### src/rtl/ffbank_arb.sv
// ffbank_arb: round-robin arbiter writing 4 requesters into a bank of enable flops.
// Optional burst-lock feature enabled by defining FFARB_LOCK_EN.
module ffbank_arb #(
    parameter int WIDTH       = 8,
    parameter int NBANK       = 4,
    parameter int AW          = 4,
    parameter int INIT_CYCLES = 2
) (
    input  logic               clk,
    input  logic               R,
    input  logic [3:0]         req,
    input  logic [3:0]         lock,
    input  logic [4*AW-1:0]    req_addr,
    input  logic [4*WIDTH-1:0] req_data,
    output logic [3:0]         gnt,
    output logic               err,
    output logic               busy,
    output logic               init_done,
    output logic [NBANK-1:0]   ff_E,
    output logic [WIDTH-1:0]   ff_D,
    output logic               ff_Rn
);
    typedef enum logic [1:0] {INIT, ARB, WRITE} state_t;
    state_t state, n_state;
    logic [3:0] cnt, n_cnt;
    logic [1:0] rr, n_rr, sel, n_sel, pk;
    logic burst, n_burst;
    logic [AW-1:0] lat_addr, n_addr, live_addr, wa;
    logic [WIDTH-1:0] lat_data, n_data, live_data, wd, n_d;
    logic [3:0] n_gnt;
    logic [NBANK-1:0] n_e;
    logic n_err, n_rn, n_done;

    // lowest offset from rr with a pending request wins
    function automatic logic [1:0] pick(input logic [3:0] r, input logic [1:0] p);
        pick = p;
        for (int k = 3; k >= 0; k--)
            if (r[p + 2'(k)]) pick = p + 2'(k);
    endfunction

    assign pk        = pick(req, rr);
    assign live_addr = req_addr[sel*AW +: AW];
    assign live_data = req_data[sel*WIDTH +: WIDTH];
    // burst continuation words come straight from the requester, already updated after its last gnt
    assign wa        = burst ? live_addr : lat_addr;
    assign wd        = burst ? live_data : lat_data;

`ifndef FFARB_LOCK_EN
    logic unused_lock;
    assign unused_lock = ^lock;
`endif

    always_comb begin
        n_state = state;
        n_cnt   = cnt;
        n_rr    = rr;
        n_sel   = sel;
        n_burst = burst;
        n_addr  = lat_addr;
        n_data  = lat_data;
        n_gnt   = '0;
        n_e     = '0;
        n_err   = 1'b0;
        n_d     = ff_D;
        n_rn    = ff_Rn;
        n_done  = init_done;
        case (state)
            INIT: begin
                n_cnt = cnt + 4'd1;
                if (cnt == 4'(INIT_CYCLES - 1)) begin
                    n_state = ARB;
                    n_rn    = 1'b1;
                    n_done  = 1'b1;
                end
            end
            ARB: if (|req) begin
                n_sel   = pk;
                n_addr  = req_addr[pk*AW +: AW];
                n_data  = req_data[pk*WIDTH +: WIDTH];
                n_burst = 1'b0;
                n_state = WRITE;
            end
            WRITE: begin
                if (req[sel]) begin
                    n_gnt[sel] = 1'b1;
                    n_err      = int'(wa) >= NBANK;
                    n_e        = (int'(wa) < NBANK) ? NBANK'(1) << wa : '0;
                    n_d        = wd;
                end
                n_state = ARB;
                n_burst = 1'b0;
                n_rr    = req[sel] ? sel + 2'd1 : rr;
`ifdef FFARB_LOCK_EN
                if (req[sel] && lock[sel]) begin
                    n_state = WRITE;
                    n_burst = 1'b1;
                    n_rr    = rr;
                    n_addr  = live_addr;
                    n_data  = live_data;
                end
`endif
            end
            default: n_state = INIT;
        endcase
    end

    always_ff @(posedge clk or posedge R) begin
        if (R) begin
            state     <= INIT;
            cnt       <= '0;
            rr        <= '0;
            sel       <= '0;
            burst     <= 1'b0;
            lat_addr  <= '0;
            lat_data  <= '0;
            gnt       <= '0;
            err       <= 1'b0;
            ff_E      <= '0;
            ff_D      <= '0;
            ff_Rn     <= 1'b0;
            init_done <= 1'b0;
            busy      <= 1'b1;
        end else begin
            state     <= n_state;
            cnt       <= n_cnt;
            rr        <= n_rr;
            sel       <= n_sel;
            burst     <= n_burst;
            lat_addr  <= n_addr;
            lat_data  <= n_data;
            gnt       <= n_gnt;
            err       <= n_err;
            ff_E      <= n_e;
            ff_D      <= n_d;
            ff_Rn     <= n_rn;
            init_done <= n_done;
            busy      <= n_state != ARB;
        end
    end
endmodule

### config.mk
export PLATFORM = sky130hd
export DESIGN_NAME = ffbank_arb
export DESIGN_NICKNAME = d
export VERILOG_FILES = /design/src/rtl/ffbank_arb.sv
export SDC_FILE = /design/constraint.sdc
export NUM_CORES = 1
export LEC_CHECK = 0
export ABC_AREA = 1
export CAP_MARGIN = 20
export CORE_ASPECT_RATIO = 1.2
export CORE_MARGIN = 3
export CORE_UTILIZATION = 25
export CTS_BUF_LIST = sky130_fd_sc_hd__clkbuf_8
export DETAILED_ROUTE_END_ITERATION = 10
export PLACE_DENSITY_LB_ADDON = 0.1
export RECOVER_POWER = 100
export REMOVE_ABC_BUFFERS = 1
export SLEW_MARGIN = 20
export SYNTH_ARGS = -nofsm -noshare
export SYNTH_HDL_FRONTEND = slang
export SYNTH_SLANG_ARGS = --single-unit
### constraint.sdc
create_clock -name clk -period 2.1 [get_ports clk]
set_input_delay 0.525 -clock clk [delete_from_list [all_inputs] [get_ports clk]]
set_output_delay 0.525 -clock clk [all_outputs]
set_load 0.03 [all_outputs]
==> results.yml, run 1 <==
placed_design:
  dpl.hpwl_mm: 4.44
  gp_congestion: 0.747
  io_buffers: 73
  place_ws_ns: -0.322
  dp_cells: 476
sta:
  finalSetupViolations: 0
  hold_violations: 0
  min_period_ns: 1.98
  finClkSkew_ns: 0.00993
  finalCritPeriodShare_pct: 94.5
  grt_setup_unrepaired: "false"
  worst_slack_ns: 0.115
  max_freq_ghz: 0.504
  tightest_slew_ns: 1.04
  relSlewSlack_pct: 30.5
  slew_viol_final: 0
clock_tree:
  clk_pin_slew_ns: 0.08
  clock_path_buffers: 2
  cts_post_setup_buffers_inserted: 0
  ctsHtreeMaxLevel: 2
  clock_latency_ns: 0.29
  cts_tree: "yes"
  cts_sinks: 41
  cts-root-buf: "clkbuf_8"
  cts_buffers: 5
route:
  drt_iter0_drc: 64
  vias: 2130
  drcViolationCount: 0
  ant_nets: 0
  post_drt_wl_per_cell_um: 13.3
  dr.pass1.iters: 4
  via_per_inst: 4.36
  wl_mm: 6.50
global_routing:
  grt_overflow: 0
  grt_max_degree: 42
  antenna_found_initial: 0
  grt_first_pass_wirelength_mm: 10.2
  grt_usage_pct: 12.3
  grt_pass1_vias: 2165
cells_and_area:
  drive_above_1_share_pct: 13.7
  nFillCells: 948
  nets: 435
  n_antenna_cell: 0
  area_growth_pct: 49.0
  multi_input_area_um2: 1090
  regArea_um2: 1030
  final_cells: 489
die:
  dieArea_um2: 10300
  core-area_um2: 8700
  die_width_um: 93.1
  num_io_pins: 78
  rows: 37
  initial_core_util_pct: 26.1
  die_h_um: 110
setup_path:
  critical-path-max-stage-delay_ns: 0.66
  reg2regPathDepth: 13
  critPathArrivalTime_ns: 1.46
  worstSetupEndpointType: "primary output"
  cp_slowest_cell: "clkdlybuf4s50_1"
  regToRegEndpoint: "lat_addr[2]"
  crit_type: "register to primary output"
  path_buf_inv: 1
  crit_required_ns: 1.57
  r2r_start: "rr[0]"
  path_depth: 1
  crit_chain: "clkdlybuf4s50_1"
  cp_top_family: "buffers and inverters"
  rrSetupSlack_ns: 0.25
  cp_max_fo: 1
  start_kind: "register"
logic_synthesis:
  synth-warning-count: 0
  syn_avg_cell_area_um2: 8.01
  async_reset_ff_share_pct: 100
  synth_seq_area_share_pct: 45.2
  synth-edff-count: 0
  synth_flop_cell: "dfrtp_1"
  synth_area_um2: 2270
  synth_cell_types: 27
  netlist_instances: 284
  synth_seq_cells: 41
worst_hold_path:
  holdCritStartpoint: "lat_data[3]"
  whs_endpoint: "lat_data[3]"
  min_path_cells: 2
  hold_class: "register to register"
run:
  max_cap_viol_count: 0
pwr:
  peakVddDrop_uv: 537
  p_per_area_nw_per_um2: 1630
  power_leakage_uw: 0.00165
run_status:
  outcome: "finished clean"
==> per-stage QoR <==
stage | area (µm²) | utilization [%] | total power (µW) | hold slack (ns) | setup TNS, ns
floorplan | 2180 | - | 3440 | 0.445 | 0
global placement | 3230 | 37.1 | 4720 | 0.463 | -5.03
detailed placement | 3230 | 37.1 | 4750 | 0.461 | -4.65
CTS | 3330 | 38.3 | 5390 | 0.483 | 0
global route | 3390 | 38.9 | 6060 | 0.497 | 0
finish | 3390 | 38.9 | 5520 | 0.481 | 0
==> synthesized netlist by cell type (all sizes together) (2+ instances only) <==
master   n  area share (%)
nor4     4             1.1
dfrtp   40              44
buf     11             3.7
a21oi    4            0.88
nand3   67              15
mux2     8             4.0
inv     26             4.4
clkbuf   3            0.50
o21ai    8             1.8
nand2   88              15
ha       6             3.3
xor2     3             1.2
nor2     9             1.5
nand4    2            0.55
==> area by class of cell <==
cell class                 instances  area share, %
tap                              117           4.32
clock inverter                     2          0.332
clock buffer                       6           2.44
inverter                          26           2.96
multi-input combinational        204           32.1
timing repair buffer              93           27.4
sequential                        41           30.4
==> tightest hold or removal path, cell delays in order, from the launching register on <==
cell	delay [ns]
dfrtp_1	0.35
nand2_1	0.05
nand2_1	0.06
==> metal layers <==
layer / up-vias / global-route usage, % / share of wire (%)
li1: 1101 / - / -
met1: 967 / 13.9 / 41
met2: 56 / 22.2 / 52
met3: 6 / 4.09 / 6.4
met4: 0 / 2.64 / 0.80
met5: - / 0 / 0
==> registers in the layout, summed over array words and instances, names as in the netlist <==
register / cells
ff_D: 8
lat_data: 8
cnt: 4
ff_E: 4
gnt: 4
lat_addr: 4
rr: 2
sel: 2
state: 2
busy: 1
err: 1
ff_Rn: 1
==> placed cells by master (no fill, tap or decap) <==
| cell type | synthesis | routed |
|---|---|---|
| a21boi_4 | 0 | 1 |
| a21oi_1 | 4 | 4 |
| a41oi_1 | 1 | 1 |
| buf_12 | 0 | 3 |
| buf_2 | 4 | 1 |
| buf_4 | 4 | 8 |
| buf_6 | 3 | 3 |
| clkbuf_2 | 0 | 1 |
| clkbuf_4 | 0 | 4 |
| clkbuf_8 | 0 | 6 |
| clkdlybuf4s50_1 | 0 | 51 |
| clkinv_1 | 0 | 1 |
| clkinvlp_4 | 0 | 1 |
| dfrtp_1 | 40 | 39 |
| dfrtp_2 | 0 | 1 |
| dfstp_2 | 1 | 1 |
| dlygate4sd3_1 | 0 | 20 |
| dlymetal6s2s_1 | 0 | 2 |
| ha_1 | 6 | 6 |
| inv_1 | 22 | 22 |
| inv_2 | 3 | 3 |
| inv_4 | 1 | 1 |
| mux2_2 | 8 | 8 |
| nand2_1 | 84 | 83 |
| nand2_2 | 2 | 3 |
| nand2_4 | 2 | 2 |
| nand2_8 | 0 | 1 |
| nand3_1 | 66 | 66 |
| nand3_4 | 1 | 1 |
| nand4_1 | 2 | 2 |
| nor2_1 | 9 | 9 |
| nor4_1 | 4 | 4 |
| o21ai_0 | 7 | 7 |
| o21ai_2 | 0 | 1 |
| o21bai_1 | 1 | 1 |
| or2_2 | 1 | 1 |
| xor2_1 | 3 | 3 |
==> worst max path at each step <==
stage | start | to | slack, ns
2_1_floorplan | req[0] | sel[1] | 0.14
3_3_place_gp | req[1] | lat_addr[2] | -0.37
3_5_place_dp | req[1] | lat_addr[2] | -0.32
4_1_cts | req[1] | lat_addr[3] | 0.002
5_1_grt | req[0] | lat_data[4] | 0.03
6_report | busy | busy | 0.12
==> power by group <==
group          switching [µW]  internal, µW  leakage, µW  total (µW)
logic                    2110          1470      0.00109        3580
registers                 262          1140     0.000509        1400
clock network             281           263    0.0000486         544
==> cell families (layout without fill, tap and decap cells) <==
logic type,Yosys count,count (layout),synth area share [%]
AND/OR/NAND/NOR,171,172,34.1
AO/OA/AOI/OAI,15,15,3.69
buffers and inverters,40,127,8.59
multiplexers,8,8,3.96
adder cells (fa/ha/maj),6,6,3.30
XOR/XNOR,3,3,1.16
flip-flops,41,41,45.2
==> what timing repair did <==
item,CTS,global route
hold buffers,0,0
pin swaps,1,3
cloned,1,4
gates resized for setup,4,12
endpoints found under the setup margin,5,13
Note: power is estimated with default switching activity, not from simulation.
==> run 2, diff against run 1 <==
--- a/config.mk
+++ b/config.mk
@@ -15,6 +15,7 @@
 export PLACE_DENSITY_LB_ADDON = 0.1
 export RECOVER_POWER = 100
 export REMOVE_ABC_BUFFERS = 1
+export SETUP_SLACK_MARGIN = 0.2
 export SLEW_MARGIN = 20
 export SYNTH_ARGS = -nofsm -noshare
 export SYNTH_HDL_FRONTEND = slang
==> constraint.sdc (replaced) <==
create_clock -name clk -period 2.56 [get_ports clk]
set_input_delay 0.64 -clock clk [delete_from_list [all_inputs] [get_ports clk]]
set_output_delay 0.64 -clock clk [all_outputs]
set_load 0.03 [all_outputs]
==> results.yml, run 2 (synthesis results as in run 1) <==
run_status:
  outcome: "finished clean"
cells_and_area:
  drive_above_1_share_pct: 8.86
  nFillCells: 968
  final_util_pct: 37.4
  reg_top3: "ff_D x8, lat_data x8"
  layout_commonest_cell: "nand2_1"
  nets: 424
  final_cell_mix: "nand2_1 (84), nand3_1 (66), clkdlybuf4s50_1 (51), dfrtp_1 (40), inv_1 (23)"
  area_growth_pct: 43.3
  n_antenna_cell: 0
sta:
  finalCritPeriodShare_pct: 89.3
  tightest_slew_ns: 1.19
  grt_setup_unrepaired: "false"
  finClkSkew_ns: 0.00776
  relSlewSlack_pct: 20.3
  slew_viol_final: 0
  max_freq_ghz: 0.437
  min_period_ns: 2.29
  finalSetupViolations: 0
  fin_setup_tns_ns: 0
  hold_violations: 0
route:
  dr.pass1.iters: 4
  via_per_inst: 4.38
  wl_mm: 5.98
  post_drt_wl_per_cell_um: 12.5
  ant_nets: 0
  drt_iter0_drc: 103
  drcViolationCount: 0
  vias: 2092
pwr:
  total_power_uw: 4210
  peakVddDrop_uv: 484
  p_per_area_nw_per_um2: 1290
  power_leakage_uw: 0.00156
global_routing:
  grt_usage_pct: 12.2
  antenna_found_initial: 0
  grt_max_degree: 32
  grt_first_pass_wirelength_mm: 10.1
  grt_pass1_vias: 2107
  grt_overflow: 0
die:
  initial_core_util_pct: 26.1
  die_h_um: 110
  die_width_um: 93.1
  core-area_um2: 8700
  dieArea_um2: 10300
  num_io_pins: 78
  rows: 37
clock_tree:
  cts_buffers: 5
  ctsHtreeMaxLevel: 2
  cts_tree: "yes"
  clk_pin_slew_ns: 0.08
  cts_post_setup_buffers_inserted: 0
  clock_latency_ns: 0.30
  cts-root-buf: "clkbuf_8"
  clock_path_buffers: 2
  cts_sinks: 41
setup_path:
  critPathArrivalTime_ns: 2.47
  r2r_start: "rr[0]"
  rrSetupSlack_ns: 0.67
  crit_required_ns: 2.74
  crit_type: "primary input to register"
  worstSetupEndpointType: "register"
  start_kind: "primary input"
  reg2regPathDepth: 14
  cp_max_fo: 12
  regToRegEndpoint: "lat_addr[2]"
placed_design:
  gp_congestion: 0.730
  io_buffers: 73
  dpl.hpwl_mm: 4.45
worst_hold_path:
  holdCritStartpoint: "lat_data[3]"
  whs_endpoint: "lat_data[3]"
  hold_class: "register to register"
  min_path_cells: 2
run:
  max_cap_viol_count: 0
run 2: changes by cell type in the layout (fill, tap and decap cells not counted), sizes merged:
cell / change
dlymetal6s2s: -2
clkinv: +1
nand2: -1
buf: -9
clkbuf: -1
clkinvlp: -1
dlygate4sd3: +2
run 2: what timing repair did:
action                                  in CTS  in global routing
endpoints found under the setup margin       0                  7
hold buffers                                 0                  0
resized for setup                            0                  1
run 2: worst max path at each step:
stage / start / to / slack [ns]
2_1_floorplan: req[0] / sel[1] / 0.49
3_3_place_gp: req[1] / lat_addr[2] / 0.01
3_5_place_dp: req[1] / lat_addr[2] / 0.05
4_1_cts: req[1] / lat_addr[2] / 0.36
5_1_grt: req[1] / lat_data[2] / 0.12
6_report: req[1] / ff_D[4] / 0.27
run 2: per-layer routing:
metal / GRT usage [%] / part of all wire, % / vias to the layer above
met5: 0 / 0 / -
met4: 3.71 / 1.4 / 0
met3: 3.95 / 7.2 / 7
met2: 21.9 / 53 / 58
met1: 13.5 / 39 / 945
li1: - / - / 1082
run 2: final cells by class:
| class | instances | area [µm²] | area share, % |
|---|---|---|---|
| multi-input combinational | 203 | 1060 | 32.5 |
| sequential | 41 | 1030 | 31.5 |
| inverter | 26 | 100 | 3.07 |
| timing repair buffer | 83 | 828 | 25.4 |
| clock buffer | 6 | 82.6 | 2.53 |
| tap | 117 | 146 | 4.49 |
| clock inverter | 2 | 13.8 | 0.422 |
run 2: critical path, stage by stage:
cell and delay [ns]:
dlygate4sd3_1 0.56, a21oi_1 0.14, o21ai_0 0.09, nand4_1 0.12
clkbuf_1 0.51, mux2_2 0.41
run 2: power breakdown:
part	switching, µW	internal (µW)
clock network	230	219
logic	1580	1030
registers	213	933
total	2030	2180
run 2: stage by stage:
| step | worst slack, ns | cells | area, µm² | hold WS [ns] |
|---|---|---|---|---|
| after detailed placement | 0.0516 | 470 | 3170 | 0.466 |
| after global routing | 0.120 | 478 | 3260 | 0.512 |
| final | 0.274 | 478 | 3260 | 0.480 |
| after global placement | 0.0146 | 470 | 3170 | 0.462 |
| after CTS | 0.362 | 478 | 3260 | 0.488 |
| after floorplan | 0.486 | 270 | 2180 | 0.445 |
==> run 3, diff against run 2 <==
--- a/config.mk
+++ b/config.mk
@@ -14,7 +14,6 @@
 export DETAILED_ROUTE_END_ITERATION = 10
 export PLACE_DENSITY_LB_ADDON = 0.1
 export RECOVER_POWER = 100
-export REMOVE_ABC_BUFFERS = 1
 export SETUP_SLACK_MARGIN = 0.2
 export SLEW_MARGIN = 20
 export SYNTH_ARGS = -nofsm -noshare
==> results.yml, run 3 (synthesis results as in run 1) <==
cells_and_area:
  reg_top3: "ff_D x8, lat_data x8"
  final_cell_mix: "nand2_1 (84), nand3_1 (66), clkdlybuf4s50_1 (50), dfrtp_1 (40), inv_1 (25)"
  final_cells: 481
  nets: 427
  area_growth_pct: 43.0
  drive_above_1_share_pct: 9.62
  postLayoutCellArea_um2: 3250
  final_util_pct: 37.3
  n_antenna_cell: 0
  nFillCells: 965
  layout_commonest_cell: "nand2_1"
die:
  rows: 37
  core-area_um2: 8700
  initial_core_util_pct: 26.1
  die_width_um: 93.1
  dieArea_um2: 10300
  die_h_um: 110
  num_io_pins: 78
setup_path:
  critPathArrivalTime_ns: 2.43
  crit_type: "primary input to register"
  cp_max_fo: 10
  crit_required_ns: 2.73
  worstSetupEndpointType: "register"
  start_kind: "primary input"
global_routing:
  grt_max_degree: 42
  grt_pass1_vias: 2082
  grt_first_pass_wirelength_mm: 10.7
  grt_usage_pct: 13.0
  grt_overflow: 0
  antenna_found_initial: 0
route:
  ant_nets: 0
  dr.pass1.iters: 4
  via_per_inst: 4.48
  wl_mm: 6.24
  drcViolationCount: 0
  post_drt_wl_per_cell_um: 13.0
  drt_iter0_drc: 79
  vias: 2154
placed_design:
  io_buffers: 73
  dp_cells: 473
  gp_congestion: 0.793
  postPlaceCellArea_um2: 3170
  dpl.hpwl_mm: 4.71
clock_tree:
  cts_buffers: 5
  cts_sinks: 41
  cts_tree: "yes"
  clock_latency_ns: 0.28
  holdBufCountCts: 0
  clk_pin_slew_ns: 0.07
  clock_path_buffers: 2
  ctsHtreeMaxLevel: 2
  cts-root-buf: "clkbuf_8"
pwr:
  peakVddDrop_uv: 532
  total_power_uw: 4170
  power_leakage_uw: 0.00158
  p_per_area_nw_per_um2: 1280
sta:
  slew_viol_final: 0
  finClkSkew_ns: 0.00976
  tightest_slew_ns: 1.03
  max_freq_ghz: 0.442
  hold_violations: 0
  finalSetupViolations: 0
  min_period_ns: 2.26
  finalCritPeriodShare_pct: 88.3
  relSlewSlack_pct: 31.5
  grt_setup_unrepaired: "false"
  hold_slack_ns: 0.476
logic_synthesis:
  synth.net_count: 348
worst_hold_path:
  hold_class: "register to register"
run_status:
  outcome: "finished clean"
run:
  max_cap_viol_count: 0
==> run 3: cell types whose count changed in the layout (fill, tap and decap cells not counted), sizes merged <==
cell / change
clkinv: -2
clkbuf: -1
clkdlybuf4s50: -1
inv: +3
dlymetal6s2s: +1
buf: +3
==> run 3: area by class of cell <==
cell class | instances | area (µm²) | share of cell area [%]
Multi-Input combinational cell | 203 | 1060 | 32.7
Clock buffer | 5 | 68.8 | 2.12
Inverter | 26 | 100 | 3.08
Timing Repair Buffer | 86 | 833 | 25.6
Sequential cell | 41 | 1030 | 31.6
Clock inverter | 3 | 11.3 | 0.346
Tap cell | 117 | 146 | 4.50
==> run 3: metal layers <==
layer | GRT usage [%] | routed length (µm) | share of wire (%) | vias to the layer above
met5 | 0 | 0 | 0 | -
met4 | 4.50 | 95 | 1.5 | 0
met3 | 2.25 | 226 | 3.6 | 6
met2 | 21.9 | 3220 | 52 | 46
met1 | 16.7 | 2690 | 43 | 1022
li1 | - | - | - | 1080
==> run 3: where the power goes <==
part	internal [µW]	total (µW)	switching, µW
logic	1040	2630	1590
registers	933	1150	221
clock network	182	387	205
total	2160	4170	2010
==> run 3: critical path: stages <==
cell and delay (ns):
dlygate4sd3_1 0.56, inv_1 0.10, o21ai_0 0.08, nand4_1 0.13
clkbuf_1 0.51, mux2_2 0.41
==> run 3: path summary, 6_finish.rpt <==
path / cells past startpoint / start / endpoint / slack [ns]
hold reg to reg: 2 / lat_data[4] / lat_data[4] / 0.48
min in group asynchronous: 3 / R / ff_D[3] / 1.11
max in group asynchronous: 3 / R / ff_E[2] / 0.80
hold / removal: 2 / lat_data[4] / lat_data[4] / 0.48
setup / recovery: 6 / req[0] / ff_D[0] / 0.30
setup reg to reg: 14 / rr[0] / lat_addr[0] / 0.57
==> run 3: what timing repair did <==
item / CTS / global route
setup endpoints to repair: 0 / 12
buffers inserted: 0 / 0
resized for setup: 0 / 4
==> run 3: metrics by stage <==
stage	setup slack, ns	setup TNS, ns
2_1_floorplan	0.749	0
3_3_place_gp	0.0114	0
3_5_place_dp	-0.00176	-0.00176
4_1_cts	0.298	0
5_1_grt	0.116	0
6_report	0.300	0
